File: src/rtl/fp_cvt_arbiter.sv
// Round-robin arbiter sharing one fp_converter between two requesters.
// Screens illegal ops, resolves dynamic rounding, and returns a tagged response
// with fflags. A watchdog bounds the wait for the converter, and flush drops
// the in-flight work.
module fp_cvt_arbiter #(
  parameter int unsigned XLEN    = 32,
  parameter int unsigned FLEN    = 32,
  parameter int unsigned TAG_W   = 4,
  parameter int unsigned TIMEOUT = 16
) (
  input  logic             clk,
  input  logic             reset_n,
  input  logic             i_req0_valid,
  output logic             o_req0_ready,
  input  logic [3:0]       i_req0_op,
  input  logic [2:0]       i_req0_rm,
  input  logic [XLEN-1:0]  i_req0_int,
  input  logic [FLEN-1:0]  i_req0_fp,
  input  logic [TAG_W-1:0] i_req0_tag,
  input  logic             i_req1_valid,
  output logic             o_req1_ready,
  input  logic [3:0]       i_req1_op,
  input  logic [2:0]       i_req1_rm,
  input  logic [XLEN-1:0]  i_req1_int,
  input  logic [FLEN-1:0]  i_req1_fp,
  input  logic [TAG_W-1:0] i_req1_tag,
  input  logic [2:0]       i_frm,
  input  logic             i_flush,
  output logic             o_cvt_start,
  output logic [3:0]       o_cvt_op,
  output logic [2:0]       o_cvt_rm,
  output logic [XLEN-1:0]  o_cvt_int_op,
  output logic [FLEN-1:0]  o_cvt_fp_op,
  input  logic             i_cvt_done,
  input  logic [XLEN-1:0]  i_cvt_int_res,
  input  logic [FLEN-1:0]  i_cvt_fp_res,
  input  logic             i_cvt_nv,
  input  logic             i_cvt_nx,
  output logic             o_rsp_valid,
  input  logic             i_rsp_ready,
  output logic             o_rsp_id,
  output logic [TAG_W-1:0] o_rsp_tag,
  output logic [XLEN-1:0]  o_rsp_int,
  output logic [FLEN-1:0]  o_rsp_fp,
  output logic [4:0]       o_rsp_fflags,
  output logic             o_rsp_err,
  output logic [4:0]       o_fflags_acc,
  input  logic             i_fflags_clr
);

  localparam int unsigned TMR_W = (TIMEOUT > 2) ? $clog2(TIMEOUT) : 1;
  localparam logic [4:0]  FF_NV = 5'b10000;

  typedef enum logic [2:0] {S_IDLE, S_ISSUE, S_WAIT, S_RESP, S_DRAIN} state_t;

  state_t             r_state, w_next;
  logic               r_last_grant;
  logic [TMR_W-1:0]   r_timer;
  logic               r_cvt_start;
  logic [3:0]         r_cvt_op;
  logic [2:0]         r_cvt_rm;
  logic [XLEN-1:0]    r_cvt_int_op;
  logic [FLEN-1:0]    r_cvt_fp_op;
  logic               r_rsp_valid;
  logic               r_rsp_id;
  logic [TAG_W-1:0]   r_rsp_tag;
  logic [XLEN-1:0]    r_rsp_int;
  logic [FLEN-1:0]    r_rsp_fp;
  logic [4:0]         r_rsp_fflags;
  logic               r_rsp_err;
  logic [4:0]         r_fflags_acc;

  logic               w_pick1, w_idle_ok, w_gnt0, w_gnt1, w_gnt;
  logic [3:0]         w_sel_op;
  logic [2:0]         w_sel_rm, w_eff_rm;
  logic               w_op_bad, w_illegal, w_tmo, w_hs;

  // Request selection: req1 wins only when req0 is idle or req0 was granted last
  assign w_pick1   = i_req1_valid & (~i_req0_valid | ~r_last_grant);
  assign w_idle_ok = (r_state == S_IDLE) & ~i_flush;
  assign w_gnt0    = w_idle_ok & i_req0_valid & ~w_pick1;
  assign w_gnt1    = w_idle_ok & w_pick1;
  assign w_gnt     = w_gnt0 | w_gnt1;
  assign w_sel_op  = w_pick1 ? i_req1_op : i_req0_op;
  assign w_sel_rm  = w_pick1 ? i_req1_rm : i_req0_rm;
  assign w_eff_rm  = (w_sel_rm == 3'b111) ? i_frm : w_sel_rm;
  assign w_op_bad  = (w_sel_op > 4'd9)
                   | ((XLEN == 32) & ((w_sel_op == 4'd2) | (w_sel_op == 4'd3) |
                                      (w_sel_op == 4'd6) | (w_sel_op == 4'd7)))
                   | ((FLEN == 32) & ((w_sel_op == 4'd8) | (w_sel_op == 4'd9)));
  // Resolved rm 101..111 covers static 101/110 and dynamic frm 101..111
  assign w_illegal = w_op_bad | (w_eff_rm >= 3'b101);
  assign w_tmo     = (r_timer == TMR_W'(TIMEOUT - 1));
  assign w_hs      = (r_state == S_RESP) & i_rsp_ready & ~i_flush;

  assign o_req0_ready = w_gnt0;
  assign o_req1_ready = w_gnt1;

  // State register
  always_ff @(posedge clk or negedge reset_n) begin
    if (!reset_n) r_state <= S_IDLE;
    else          r_state <= w_next;
  end

  // Next-state logic; flush takes priority over grant, done and handshake
  always_comb begin
    w_next = r_state;
    case (r_state)
      S_IDLE:  if (w_gnt) w_next = w_illegal ? S_RESP : S_ISSUE;
      S_ISSUE: w_next = i_flush ? S_DRAIN : S_WAIT;
      S_WAIT: begin
        if (i_flush)                 w_next = i_cvt_done ? S_IDLE : S_DRAIN;
        else if (i_cvt_done | w_tmo) w_next = S_RESP;
      end
      S_RESP:  if (i_flush | i_rsp_ready) w_next = S_IDLE;
      S_DRAIN: if (i_cvt_done | w_tmo)    w_next = S_IDLE;
      default: w_next = S_IDLE;
    endcase
  end

  // Datapath: operand latching, start pulse, watchdog, response and sticky flags
  always_ff @(posedge clk or negedge reset_n) begin
    if (!reset_n) begin
      r_last_grant <= 1'b1;
      r_timer      <= '0;
      r_cvt_start  <= 1'b0;
      r_cvt_op     <= '0;
      r_cvt_rm     <= '0;
      r_cvt_int_op <= '0;
      r_cvt_fp_op  <= '0;
      r_rsp_valid  <= 1'b0;
      r_rsp_id     <= 1'b0;
      r_rsp_tag    <= '0;
      r_rsp_int    <= '0;
      r_rsp_fp     <= '0;
      r_rsp_fflags <= '0;
      r_rsp_err    <= 1'b0;
      r_fflags_acc <= '0;
    end else begin
      r_cvt_start <= 1'b0;
      if (w_gnt) begin
        r_last_grant <= w_pick1;
        r_cvt_op     <= w_sel_op;
        r_cvt_rm     <= w_eff_rm;
        r_cvt_int_op <= w_pick1 ? i_req1_int : i_req0_int;
        r_cvt_fp_op  <= w_pick1 ? i_req1_fp  : i_req0_fp;
        r_rsp_id     <= w_pick1;
        r_rsp_tag    <= w_pick1 ? i_req1_tag : i_req0_tag;
        r_cvt_start  <= ~w_illegal;
        if (w_illegal) begin
          r_rsp_valid  <= 1'b1;
          r_rsp_err    <= 1'b1;
          r_rsp_fflags <= FF_NV;
          r_rsp_int    <= '0;
          r_rsp_fp     <= '0;
        end
      end
      if (r_state == S_ISSUE) r_timer <= '0;
      else if ((r_state == S_WAIT) || (r_state == S_DRAIN)) r_timer <= r_timer + TMR_W'(1);
      if ((r_state == S_WAIT) && !i_flush) begin
        if (i_cvt_done) begin
          r_rsp_valid  <= 1'b1;
          r_rsp_err    <= 1'b0;
          r_rsp_fflags <= {i_cvt_nv, 3'b000, i_cvt_nx};
          r_rsp_int    <= i_cvt_int_res;
          r_rsp_fp     <= i_cvt_fp_res;
        end else if (w_tmo) begin
          r_rsp_valid  <= 1'b1;
          r_rsp_err    <= 1'b1;
          r_rsp_fflags <= FF_NV;
          r_rsp_int    <= '0;
          r_rsp_fp     <= '0;
        end
      end
      if ((r_state == S_RESP) && (i_flush || i_rsp_ready)) r_rsp_valid <= 1'b0;
      if (i_fflags_clr)  r_fflags_acc <= w_hs ? r_rsp_fflags : 5'b00000;
      else if (w_hs)     r_fflags_acc <= r_fflags_acc | r_rsp_fflags;
    end
  end

  assign o_cvt_start  = r_cvt_start;
  assign o_cvt_op     = r_cvt_op;
  assign o_cvt_rm     = r_cvt_rm;
  assign o_cvt_int_op = r_cvt_int_op;
  assign o_cvt_fp_op  = r_cvt_fp_op;
  assign o_rsp_valid  = r_rsp_valid;
  assign o_rsp_id     = r_rsp_id;
  assign o_rsp_tag    = r_rsp_tag;
  assign o_rsp_int    = r_rsp_int;
  assign o_rsp_fp     = r_rsp_fp;
  assign o_rsp_fflags = r_rsp_fflags;
  assign o_rsp_err    = r_rsp_err;
  assign o_fflags_acc = r_fflags_acc;

endmodule

File: config.mk
export PLATFORM = sky130hd
export DESIGN_NAME = fp_cvt_arbiter
export DESIGN_NICKNAME = d
export VERILOG_FILES = /design/src/rtl/fp_cvt_arbiter.sv
export SDC_FILE = /design/constraint.sdc
export NUM_CORES = 1
export LEC_CHECK = 0
export CAP_MARGIN = 20
export CORE_AREA = 4 4 146 148
export CTS_CLUSTER_DIAMETER = 60
export DETAILED_ROUTE_END_ITERATION = 10
export DIE_AREA = 0 0 150 152
export PLACE_DENSITY = 0.73
export SYNTH_ARGS = -nofsm -noshare
export SYNTH_HDL_FRONTEND = slang
export SYNTH_SLANG_ARGS = --single-unit
File: constraint.sdc
create_clock -name clk -period 4.3 [get_ports clk]
set_input_delay 0.86 -clock clk [delete_from_list [all_inputs] [get_ports clk]]
set_output_delay 0.86 -clock clk [all_outputs]
set_load 0.05 [all_outputs]
### Yosys cells after proc, flatten, opt, wreduce, memory -nomap -nowiden

Index checks and enable logic that the tools add are counted.

* word-level logic and storage cells: 115
* output and inout port bits: 155
* register bits: 161

* bitwise logic cells: 24
* mux-type cells: 47
* reduce and logical (&&, ||, !) cells: 9
* add/subtract/negate cells: 1
* eq/ne operators: 16
* $lt $le $gt $ge: 2

Operator list (count)
* $mux W32: 12
* $mux W5: 8
* $mux W3: 9
* $mux W4: 4
* $pmux W3 S5: 1
* $eq A4 B4 Y1 const B: 3
* $mux W1: 12
* $or A1 B1 Y1: 11
* $eq A4 B2 Y1 const B: 2
* $eq A4 B3 Y1 const B: 2
* $and A1 B1 Y1: 7
* $eq A3 B2 Y1 const B: 2
* $eq A3 B3 Y1 const B: 2
* $ne A2 B2 Y1 const B: 3
* $not A1 Y1: 5
* $or A5 B5 Y5: 1
* $add A4 B1 Y4 const B: 1
* $gt A4 B4 Y1 const B: 1
* $reduce_and A4 Y1: 1
* $reduce_bool A2 Y1: 2
* $eq A3 B1 Y1 const B: 1
* $ge A3 B3 Y1 const B: 1
* $logic_not A3 Y1: 1
* $ne A3 B3 Y1 const B: 1
* 4 further kinds: 6

### Depth between registers and ports, before layout

* depth in word-level cells: 17
* depth in mapped cells: 7
* depth with buffers taken out: 5

### Least setup slack after synthesis

OpenSTA, ideal clock, no wires.

* path kind: input -> output
* from: input i_req0_valid
* to: output o_req1_ready
* stages: 5
* arrival time: 2.189 ns
* setup slack: 1.251 ns
* cells stage by stage: buf_2 -> a21bo_1 -> buf_6 -> clkbuf_1 -> nor2_1

* word-level cells in the longest chain between the ends: 4

RTL lines
* from (decl): RTL line 13 `input logic i_req0_valid,`
* $not A1 Y1: RTL line 79 `assign w_pick1 = i_req1_valid & (~i_req0_valid | ~r_last_grant);`
* $or A1 B1 Y1: RTL line 79
* $and A1 B1 Y1: RTL line 79
* $and A1 B1 Y1: RTL line 82 `assign w_gnt1 = w_idle_ok & w_pick1;`
* to (decl): RTL line 21 `output logic o_req1_ready,`

Every way passes these cells.

### Worst setup path in the final report

* from: input i_flush
* to: output o_req1_ready

* word-level cells in the longest chain between the ends: 3

RTL lines
* from (decl): RTL line 28 `input logic i_flush,`
* $not A1 Y1: RTL line 80 `assign w_idle_ok = (r_state == S_IDLE) & ~i_flush;`
* $and A1 B1 Y1: RTL line 80
* $and A1 B1 Y1: RTL line 82

Every way passes these cells.

==> metrics.md <==
| Metric | Value |
|---|---|
| Status | `completed` |
| Cts-stage hold buffer count | `0` |
| Vias | `6686` |
| Starting Density | `34.9%` |
| HPWL Detailed | `17900 µm` |
| # placed instances | `roughly 1300` |
| Avg WL per Cell | `18.5 µm` |
| Crit path kind | `input pin to primary output` |
| Global-route usage over all layers | `20.9%` |
| Final Power | `9.23 mW` |
| WP data arrival | `2.66 ns` |
| Util after Layout | `between 50% and 60%` |
| CP required | `3.44 ns` |
| Clk Latency, worst-skew pair | `0.42 ns` |
| CTS tree | `yes` |
| Post-Syn Area | `between 6000 and 7000 µm²` |
| Clk pwr share | `16.9%` |
| Crit end category | `primary output` |
| Pwr/cell area | `approximately 800 nW/µm²` |
| Die Y | `roughly 150 µm` |
| Clk slew on worst S/H paths | `0.08 ns` |
| H-tree lvl count | `4` |
| Max Clock Freq | `284 MHz` |
| Crit share post-route | `81.9%` |
| Final GP Congestion | `0.793` |
| Seq/Total Area, Yosys | `between 50 and 60%` |
| Vias in the first global route | `around 6600` |
| CTS max path bufs | `2` |
| HP Class | `input pin to asynchronous set/reset pin` |
| Largest net degree at the start of global routing | `87` |
| Cell internal pwr | `4.77 mW` |
| Slew Viols, Final | `0` |
| Fill count | `1800` |
| TritonCTS Buffers | `17` |
| Post-cts sizing count | `0` |
| # clock sinks | `161` |
| Root Driver | `clkbuf_16` |
| Leak | `roughly 4.7 nW` |
| Pre-Repair DR Iteration Count | `4` |
| P&R area growth vs syn | `65.5%` |
| Fin Setup TNS | `0 ns` |
| Non-filler cells, final | `1327` |
| Flops & latches, synth | `about 160` |
| Sw frac | `48.3%` |
| Synth warn | `0` |
| Clock Skews | `0.0105 ns` |
| Max-cap violations | `0` |
| Post-place setup slack | `0.750 ns` |
| Combinational share of power | `55.1%` |
| Layout cells sized above 1 | `5.21%` |
| Final setup fails | `0` |
| Worst-path fanout max | `9` |
| Most common cell after layout, fill and taps aside | `clkdlybuf4s50_1` |
| Min cycle time layout | `roughly 3.5 ns` |
| Sequential share of power | `28.0%` |
| Synth Flop Type | `dfrtp_1` |
| Antenna-violating nets left | `0` |
| Initial DRC count | `359` |
| First-pass GRT wire length | `37500 µm` |
| Worst rel slew slack | `a little over two fifths` |
| Initial antenna violation count | `0` |
| Placeable Area | `~20000 µm²` |
| CP cell instances | `clkdlybuf4s50_1, nor4_4, o21ai_1, nor2_1, buf_12` |
| Switch Pwr | `4.46 mW` |
| Nets | `1271` |
| Post-synth EDFFs | `0` |
| Final Hold Viols | `0` |
| Crit path launch type | `input pin` |
| Vias per Instance | `5.04` |
| Fraction of registers with async set/reset | `100%` |
| Cell count after synthesis | `696` |
| Slowest CP cell | `clkdlybuf4s50_1` |
| Port Buffer Count | `approximately 380` |
| Final setup margin | `0.777 ns` |
| Peak supply drop | `0.385 mV` |
| Ports | `382` |
| Die width | `150 µm` |
| CP peak stage delay | `roughly 0.58 ns` |
| Syn Nets | `just over 900` |
| Slew @ Worst Pin | `0.845 ns` |
| Synth unique cells | `43` |
| Most frequent cells in the layout | `378 x clkdlybuf4s50_1, 160 x dfrtp_1, 159 x nand2_1` |
| Full die area | `22800 µm²` |
| DRC | `0` |
| Grt ovf | `0` |
| Avg Cell Area, Syn | `10.0 µm²` |
| Postcts setup bufs | `0` |
| Row count | `52` |
| Final WL | `between 20000 and 25000 µm` |
| RSZ-0062 raised after global routing | `false` |
sequential cells by signal, indices dropped and copies added (netlist names):
signal	flops
o_cvt_fp_op	32
o_cvt_int_op	32
o_rsp_fp	32
o_rsp_int	32
o_fflags_acc	5
o_rsp_fflags	5
o_cvt_op	4
o_rsp_tag	4
r_timer	4
o_cvt_rm	3
r_state	3
o_cvt_start	1
o_rsp_err	1
o_rsp_id	1
o_rsp_valid	1
r_last_grant	1
worst max-delay path: cells and delay by family:
| kind | cells | cell delay, ns |
|---|---|---|
| AOI/OAI and AO/OA | 1 | 0.33 |
| buffers and inverters | 2 | 0.76 |
| and+or+nand+nor | 2 | 0.71 |
cell families after synthesis:
logic type / after synthesis / synth area share (%)
AND/OR/NAND/NOR: 269 / 15.6
AO/OA/AOI/OAI: 197 / 21.5
flip-flops: 161 / 57.7
buffers and inverters: 68 / 4.98
adder cells (fa/ha/maj): 1 / 0.179
per-layer routing:
| metal | track usage (%) | vias to the layer above | share of wire, % |
|---|---|---|---|
| li1 | - | 3209 | - |
| met1 | 24.4 | 3175 | 39 |
| met2 | 36.4 | 282 | 50 |
| met3 | 7.66 | 20 | 9.7 |
| met4 | 5.27 | 0 | 1.5 |
| met5 | 0 | - | 0 |
final timing paths:
kind / endpoint / slack [ns] / cells past startpoint / from
worst max-delay path: o_req1_ready / 0.78 / 5 / i_flush
worst min register to register: o_rsp_id$_DFFE_PN0N_ / 0.48 / 1 / o_rsp_id$_DFFE_PN0N_
worst max register to register: o_rsp_int[14]$_DFF_PN0_ / 1.93 / 4 / r_state[1]$_DFFE_PN0P_
worst min-delay path: o_rsp_int[21]$_DFF_PN0_ / 0.48 / 1 / reset_n
max in group asynchronous: o_cvt_int_op[30]$_DFFE_PN0N_ / 2.90 / 2 / reset_n
min in group clk: o_rsp_id$_DFFE_PN0N_ / 0.48 / 1 / o_rsp_id$_DFFE_PN0N_
synthesized netlist by cell type (2+ instances only):
library cell	instances	area, µm²
nand3_1	7	35.0
a31oi_1	74	463
nand2b_1	2	12.5
o41ai_1	3	26.3
a32o_1	65	651
o211ai_1	2	15.0
o21a_1	2	15.0
a21oi_1	15	75.1
nand2_1	160	601
o221ai_1	2	17.5
nor4bb_1	2	20.0
o22a_1	2	17.5
o21ai_0	14	70.1
buf_2	23	115
and3_1	3	18.8
clkbuf_1	30	113
buf_6	8	90.1
o22ai_1	5	31.3
dfrtp_1	160	4000
nor3_1	2	10.0
inv_1	6	22.5
nor2_1	87	327
a221oi_1	2	17.5
per-stage QoR:
step,cell area [µm²],hold slack (ns)
2_1_floorplan,6990,0.519
3_3_place_gp,10900,0.463
3_5_place_dp,10900,0.465
4_1_cts,11600,0.482
5_1_grt,11600,0.497
6_report,11600,0.476
power groups by stage:
stage          sequential, mW  clock [mW]  combinational, mW
2_1_floorplan            4.76           0               1.09
3_3_place_gp             2.59           0               5.08
3_5_place_dp             2.62           0               5.12
4_1_cts                  2.59        1.60               5.13
5_1_grt                  2.68        1.68               5.33
6_report                 2.59        1.56               5.08
cell type report:
| class | count | area, µm² | area share (%) |
|---|---|---|---|
| clock inverter | 15 | 189 | 1.63 |
| tap | 270 | 338 | 2.92 |
| antenna | 1 | 2.50 | 0.0216 |
| multi-input combinational | 467 | 2630 | 22.7 |
| inverter | 6 | 22.5 | 0.195 |
| sequential | 161 | 4030 | 34.9 |
| clock buffer | 17 | 425 | 3.68 |
| timing repair buffer | 390 | 3930 | 34.0 |
Power figures use the tool's default switching activity.
